### src/rtl/detector_jogada.sv
// ============================================================================
//  Module      : detector_jogada
//  Description : Synchronises, debounces and one-hot-validates the four player
//                buttons; emits one accept/error pulse per debounced press.
//  Revision    : 1.0 - initial release
// ============================================================================
`default_nettype none

module detector_jogada #(
    parameter int DEBOUNCE_CYCLES = 5
) (
    input  logic       clock,
    input  logic       reset,
    input  logic [3:0] botoes,
    input  logic       habilita,
    output logic [3:0] jogada,
    output logic       jogada_feita,
    output logic       erro_multipla,
    output logic       tem_jogada,
    output logic [3:0] db_estado
);

    localparam int c_CNT_W = $clog2(DEBOUNCE_CYCLES + 1);
    localparam logic [c_CNT_W-1:0] c_CNT_LAST = c_CNT_W'(DEBOUNCE_CYCLES - 1);
    localparam logic [c_CNT_W-1:0] c_CNT_ONE  = c_CNT_W'(1);
    localparam logic [c_CNT_W-1:0] c_CNT_ZERO = '0;

    typedef enum logic [2:0] {
        OCIOSO        = 3'd0,
        CONTANDO      = 3'd1,
        REGISTRA      = 3'd2,
        ERRO          = 3'd3,
        ESPERA_SOLTAR = 3'd4
    } estado_t;

    estado_t              r_estado;
    estado_t              w_prox_estado;
    logic [3:0]           r_s1;
    logic [3:0]           r_s2;
    logic [c_CNT_W-1:0]   r_cnt;
    logic [c_CNT_W-1:0]   w_cnt_prox;
    logic [3:0]           r_captura;
    logic [3:0]           w_captura_prox;
    logic [3:0]           r_jogada;
    logic [3:0]           w_jogada_prox;
    logic                 w_um_quente;

    // A value with a single bit set has no bits left after clearing its lowest one.
    assign w_um_quente = (r_captura != 4'b0000) &&
                         ((r_captura & (r_captura - 4'b0001)) == 4'b0000);

    always_ff @(posedge clock) begin
        if (reset) begin
            r_s1      <= 4'b0000;
            r_s2      <= 4'b0000;
            r_cnt     <= c_CNT_ZERO;
            r_captura <= 4'b0000;
            r_jogada  <= 4'b0000;
            r_estado  <= OCIOSO;
        end else begin
            r_s1      <= botoes;
            r_s2      <= r_s1;
            r_cnt     <= w_cnt_prox;
            r_captura <= w_captura_prox;
            r_jogada  <= w_jogada_prox;
            r_estado  <= w_prox_estado;
        end
    end

    always_comb begin
        w_prox_estado  = r_estado;
        w_cnt_prox     = r_cnt;
        w_captura_prox = r_captura;
        w_jogada_prox  = r_jogada;
        case (r_estado)
            OCIOSO: begin
                if (habilita && (r_s2 != 4'b0000)) begin
                    w_prox_estado  = CONTANDO;
                    w_captura_prox = r_s2;
                    w_cnt_prox     = c_CNT_ONE;
                end
            end
            CONTANDO: begin
                // habilita is deliberately not consulted once a press is being timed.
                if (r_s2 != r_captura) begin
                    w_prox_estado = OCIOSO;
                    w_cnt_prox    = c_CNT_ZERO;
                end else if (r_cnt == c_CNT_LAST) begin
                    if (w_um_quente) begin
                        w_prox_estado = REGISTRA;
                        w_jogada_prox = r_captura;
                    end else begin
                        w_prox_estado = ERRO;
                    end
                end else begin
                    w_cnt_prox = r_cnt + c_CNT_ONE;
                end
            end
            REGISTRA, ERRO: begin
                w_prox_estado = ESPERA_SOLTAR;
                w_cnt_prox    = c_CNT_ZERO;
            end
            ESPERA_SOLTAR: begin
                if (r_s2 != 4'b0000) begin
                    w_cnt_prox = c_CNT_ZERO;
                end else if (r_cnt == c_CNT_LAST) begin
                    w_prox_estado = OCIOSO;
                end else begin
                    w_cnt_prox = r_cnt + c_CNT_ONE;
                end
            end
            default: begin
                w_prox_estado = OCIOSO;
                w_cnt_prox    = c_CNT_ZERO;
            end
        endcase
    end

    assign jogada        = r_jogada;
    assign jogada_feita  = (r_estado == REGISTRA);
    assign erro_multipla = (r_estado == ERRO);
    assign tem_jogada    = |r_s2;
    assign db_estado     = {1'b0, r_estado};

endmodule

`default_nettype wire

### config.mk
export PLATFORM = sky130hd
export DESIGN_NAME = detector_jogada
export DESIGN_NICKNAME = d
export VERILOG_FILES = /design/src/rtl/detector_jogada.sv
export SDC_FILE = /design/constraint.sdc
export NUM_CORES = 1
export LEC_CHECK = 0
export ABC_AREA = 1
export ABC_CLOCK_PERIOD_IN_PS = 3500
export CORE_MARGIN = 2
export CORE_UTILIZATION = 50
export DETAILED_ROUTE_END_ITERATION = 6
export PLACE_DENSITY = 0.74
export SLEW_MARGIN = 20
export SYNTH_ARGS = -nofsm -noshare
export SYNTH_HDL_FRONTEND = slang
export SYNTH_SLANG_ARGS = --single-unit
### constraint.sdc
create_clock -name clock -period 3.5 [get_ports clock]
set_input_delay 0.875 -clock clock [delete_from_list [all_inputs] [get_ports clock]]
set_output_delay 0.875 -clock clock [all_outputs]
set_load 0.03 [all_outputs]
## Word level (Yosys, flattened, before mapping)

Index checks and enable logic that the tools add are counted.
W data, S select, Z words.

| storage, ports and cells | value |
|---|---|
| bits in registers | 22 |
| input bits | 7 |
| output and inout bits | 11 |
| word-level logic and storage cells | 42 |

| operators by class | value |
|---|---|
| add/sub/neg operators | 2 |
| equality and inequality tests | 10 |
| muxes and demuxes | 11 |
| bitwise operators | 2 |
| reductions and logical operators | 11 |

Operators with widths:

| operator | count |
|---|---|
| $mux W3 | 8 |
| $pmux W3 S4 | 1 |
| $pmux W3 S3 | 1 |
| $reduce_and A4 Y1 | 2 |
| $reduce_bool A4 Y1 | 2 |
| $eq A3 B2 Y1 const B | 2 |
| $eq A3 B3 Y1 const B | 2 |
| $ne A2 B2 Y1 const B | 3 |
| $and A4 B4 Y4 | 1 |
| $logic_not A4 Y1 | 1 |
| $ne A4 B4 Y1 | 1 |
| $reduce_or A4 Y1 | 1 |
| $sub A4 B1 Y4 const B | 1 |
| $add A3 B1 Y3 const B | 1 |
| $eq A3 B1 Y1 const B | 1 |
| $logic_not A3 Y1 | 1 |
| $ne A3 B3 Y1 const B | 1 |
| $logic_and A1 B1 Y1 | 2 |
| $reduce_and A2 Y1 | 1 |
| $reduce_or A2 Y1 | 1 |
| $mux W1 | 1 |
| $not A1 Y1 | 1 |

## Depth between registers and ports, before layout

| logic depth | value |
|---|---|
| depth in word-level cells | 8 |
| mapped depth | 9 |
| gate-level depth less buffers | 9 |

## Worst setup path before layout

OpenSTA, ideal clock, no wires.

| path | value |
|---|---|
| path type | register -> output |
| start point | reg r_estado[1] |
| end point | out erro_multipla |
| data arrival time | 1.051 ns |
| data required time | 2.625 ns |
| path slack | 1.574 ns |
| cell stages (with the launch flop) | 3 |
| buffers on the path | 0 |
| cells stage by stage | dfxtp_1 nand2_1 nor2_1 |

| on the way | value |
|---|---|
| cells in the longest elaborated chain, start to end | 1 |

Ends and longest elaborated chain:

| item | RTL line | RTL |
|---|---|---|
| start, declared | 36 | `estado_t r_estado;` |
| start signal, assigned | 66 | `r_estado <= w_prox_estado;` |
| $eq A3 B2 Y1 | 121 | `assign erro_multipla = (r_estado == ERRO);` |
| end, declared | 18 | `output logic erro_multipla,` |

Every way passes these cells.

## Final worst setup path

| path | value |
|---|---|
| start point | reg r_s2[3] |
| end point | out tem_jogada |

| on the way | value |
|---|---|
| cells in the longest elaborated chain, start to end | 1 |

Ends and longest elaborated chain:

| item | RTL line | RTL |
|---|---|---|
| start, declared | 39 | `logic [3:0] r_s2;` |
| start signal, assigned | 62 | `r_s2 <= r_s1;` |
| $reduce_or A4 Y1 | 122 | `assign tem_jogada = \|r_s2;` |
| end, declared | 19 | `output logic tem_jogada,` |

Every way passes these cells.

==> flow_metrics.env <==
export IMPL_ys_warn_count=0
export IMPL_tightest_slew_ns=0.761
export IMPL_ctsHoldBuffers=0
export IMPL_ir_worst_vdd_v=0.000225
export IMPL_cpMaxStageDelayCell="clkdlybuf4s50_1"
export IMPL_io_pins=18
export IMPL_dieArea_um2=2540
export IMPL_synth_seq_cells=22
export IMPL_dieHeight_um=50.4
export IMPL_dr_total_vias=995
export IMPL_cp_start_kind="register"
export IMPL_clock_latency_ns=0.30
export IMPL_status="finished, final reports clean"
export IMPL_syn_to_final_growth_pct=18.7
export IMPL_path_class="register to primary output"
export IMPL_ys_top_cells_by_area="dfxtp_1 41%, nand2_1 14%, inv_1 8.7%"
export IMPL_cts_root_buf="clkbuf_4"
export IMPL_clockBufferDepth=2
export IMPL_total_leakage_power_nw=0.561
export IMPL_htreeDepth=1
export IMPL_critical_path_endpoint_type="primary output"
export IMPL_synth_top_area_cell="dfxtp_1"
export IMPL_synth_top_cells_by_count="40 x nand2_1, 25 x inv_1, 24 x nor2_1"
export IMPL_cap_violations=0
export IMPL_fin_crit_ns=2.50
export IMPL_layout_setup_ws_ns=0.997
export IMPL_min_to="r_s2[1]$_SDFF_PP0_"
export IMPL_relSlewSlack_pct=49.1
export IMPL_synth_distinct_cells=24
export IMPL_drt_wl_total_um=2000
export IMPL_post_cts_setup_buffer_count=0
export IMPL_dr_pass1_iters=4
export IMPL_die_w_um=50.4
export IMPL_post_drt_wl_per_cell_um=9.90
export IMPL_path_cells="nor2_1 -> nand2_2 -> clkdlybuf4s50_1"
export IMPL_cts_sinks=22
export IMPL_gp_congestion=0.846
export IMPL_clock_fmax_ghz=0.400
export IMPL_grtUsageTotal_pct=17.6
export IMPL_finalSetupViolCount=0
export IMPL_crit_family="buffers and inverters"
export IMPL_powerDensity_nw_per_um2=379
export IMPL_syn_nets=168
export IMPL_hold_class="register to register"
export IMPL_arrival_ns=1.63
export IMPL_synth_cell_area_um2=1070
export IMPL_reg2reg_depth=7
export IMPL_final_setup_skew_ns=0.00419
export IMPL_final_layout_size_suffix_gt1_share_pct=8.57
export IMPL_final_max_slew_viol_count=0
export IMPL_cts_tree="built"
export IMPL_fin_nets=186
export IMPL_synth_edf_count=0
export IMPL_ff2ff_setup_slack_ns=1.89
export IMPL_hp_start="r_s1[1]$_SDFF_PP0_"
export IMPL_overflow=0
export IMPL_diodes=0
export IMPL_yosysMostFrequentCell="nand2_1"
export IMPL_grt_max_degree=23
export IMPL_yosys_area_top_type_share_pct=41.0
export IMPL_rsz0062_at_grt="false"
export IMPL_hold_violations=0
export IMPL_synthCells=159
export IMPL_layout_worst_path_cycle_share_pct=71.5
export IMPL_rows=16
export IMPL_synth_avg_cell_area_um2=6.76
export IMPL_path_buf_inv=1
export IMPL_vias_per_cell=4.93
export IMPL_grt_pass1_wl_um=3470
export IMPL_required_ns=2.62
export IMPL_grt_pass1_vias=880
export IMPL_cpPeakStageDelay_ns=0.68
export IMPL_place_ws_ns=1.27
export IMPL_worstPathMaxFanout=4
export IMPL_ant_nets=0
export IMPL_drtIter0Drc=23
export IMPL_yosysSeqAreaShare_pct=41.0
export IMPL_r2r_end="jogada[2]$_SDFFE_PP0P_"
export IMPL_crit_reg2reg_launch="r_cnt[0]$_SDFFE_PP0N_"
export IMPL_hpwl_um=1530
export IMPL_fin_setup_tns_ns=0
export IMPL_cts_buffers=3
export IMPL_antenna_found_initial=0
export IMPL_port_buffers=16
export IMPL_path_clk_slew_ns=0.12
export IMPL_core_area_um2=2000
export IMPL_cts_resized=0
export IMPL_drc_errors=0
export IMPL_initial_utilization_pct=53.7
export IMPL_async_flop_share_pct=0
export IMPL_ys_flop_type="dfxtp_1"
export IMPL_hold_depth=2
[stage by stage]
step / hold WS, ns / instance area (um2) / power (mW) / cells / utilization (%)
3_5_place_dp: 0.396 / 1250 / 0.378 / 199 / 62.6
2_1_floorplan: 0.388 / 1070 / 0.352 / 159 / -
3_3_place_gp: 0.390 / 1250 / 0.375 / 199 / 62.6
5_1_grt: 0.417 / 1280 / 0.514 / 202 / 63.7
6_report: 0.410 / 1280 / 0.484 / 202 / 63.7
4_1_cts: 0.413 / 1280 / 0.492 / 202 / 63.7
[worst min-delay path: stages (launching register included)]
cell	delay (ns)
dfxtp_1	0.32
inv_1	0.04
nor2_1	0.03
[logic make-up (layout without fill, tap and decap cells)]
kind of cell             count (synthesis)  count (layout)  share of synthesized area (%)
adder cells (fa/ha/maj)                  2               2                           2.33
buffers and inverters                   31              47                           11.2
AO/OA/AOI/OAI                           17              17                           9.43
flip-flops                              22              22                           41.0
other                                    1               1                          0.349
XOR/XNOR                                 2               2                           1.63
AND/OR/NAND/NOR                         84              84                           34.1
[routing by layer]
layer | GRT usage (%) | vias to the layer above | share of wire, % | wire (um)
li1 | - | 515 | - | -
met1 | 22.8 | 456 | 48 | 968
met2 | 28.7 | 22 | 47 | 934
met3 | 3.57 | 2 | 4.5 | 89
met4 | 6.76 | 0 | 0.45 | 9
met5 | 0 | - | 0 | 0
[report_power, final]
part	leakage, nW	switching, mW	internal, mW
logic	0.367	0.0630	0.0379
clock network	0.0138	0.0713	0.0401
registers	0.180	0.0105	0.261
total	0.561	0.145	0.339
[worst max path at each step]
stage / from / to / slack (ns) / cells after the start
3_5_place_dp: reset / r_estado[0]$_SDFFE_PP0P_ / 1.27 / 3
5_1_grt: r_s2[3]$_SDFF_PP0_ / tem_jogada / 0.92 / 3
6_report: r_s2[3]$_SDFF_PP0_ / tem_jogada / 1.0 / 3
4_1_cts: r_s2[3]$_SDFF_PP0_ / tem_jogada / 0.98 / 3
3_3_place_gp: reset / r_estado[0]$_SDFFE_PP0P_ / 1.28 / 3
2_1_floorplan: r_estado[1]$_SDFFE_PP0P_ / erro_multipla / 1.57 / 2
[final cells by class]
| cell class | instances | area, um2 |
|---|---|---|
| Fill cell | 194 | 726 |
| Multi-Input combinational cell | 106 | 514 |
| Sequential cell | 22 | 440 |
| Timing Repair Buffer | 16 | 160 |
| Inverter | 28 | 105 |
| Tap cell | 27 | 33.8 |
| Clock buffer | 3 | 22.5 |
[state kept, by name, indices dropped and copies added (netlist names)]
signal	flops
r_captura	4
jogada	4
r_estado	3
r_s2	4
r_cnt	3
r_s1	4
[cell usage in the layout, fill, tap and decap left out]
cell type | netlist | final
nor3_1 | 1 | 1
ha_1 | 2 | 2
xor2_1 | 1 | 1
clkbuf_4 | 0 | 3
conb_1 | 1 | 1
nand2_1 | 40 | 40
nand2_2 | 4 | 4
nand3_2 | 1 | 1
o21ai_2 | 1 | 1
nor2_1 | 24 | 24
o21a_1 | 1 | 1
inv_2 | 3 | 3
nand4_1 | 1 | 1
inv_1 | 25 | 25
a21oi_1 | 10 | 10
dfxtp_1 | 22 | 22
xnor2_1 | 1 | 1
a211oi_1 | 4 | 4
nor2_2 | 1 | 1
clkdlybuf4s50_1 | 0 | 16
nand3_1 | 9 | 9
o21ai_1 | 1 | 1
or2_0 | 1 | 1
nor2_4 | 2 | 2
Power figures use the tool's default switching activity.
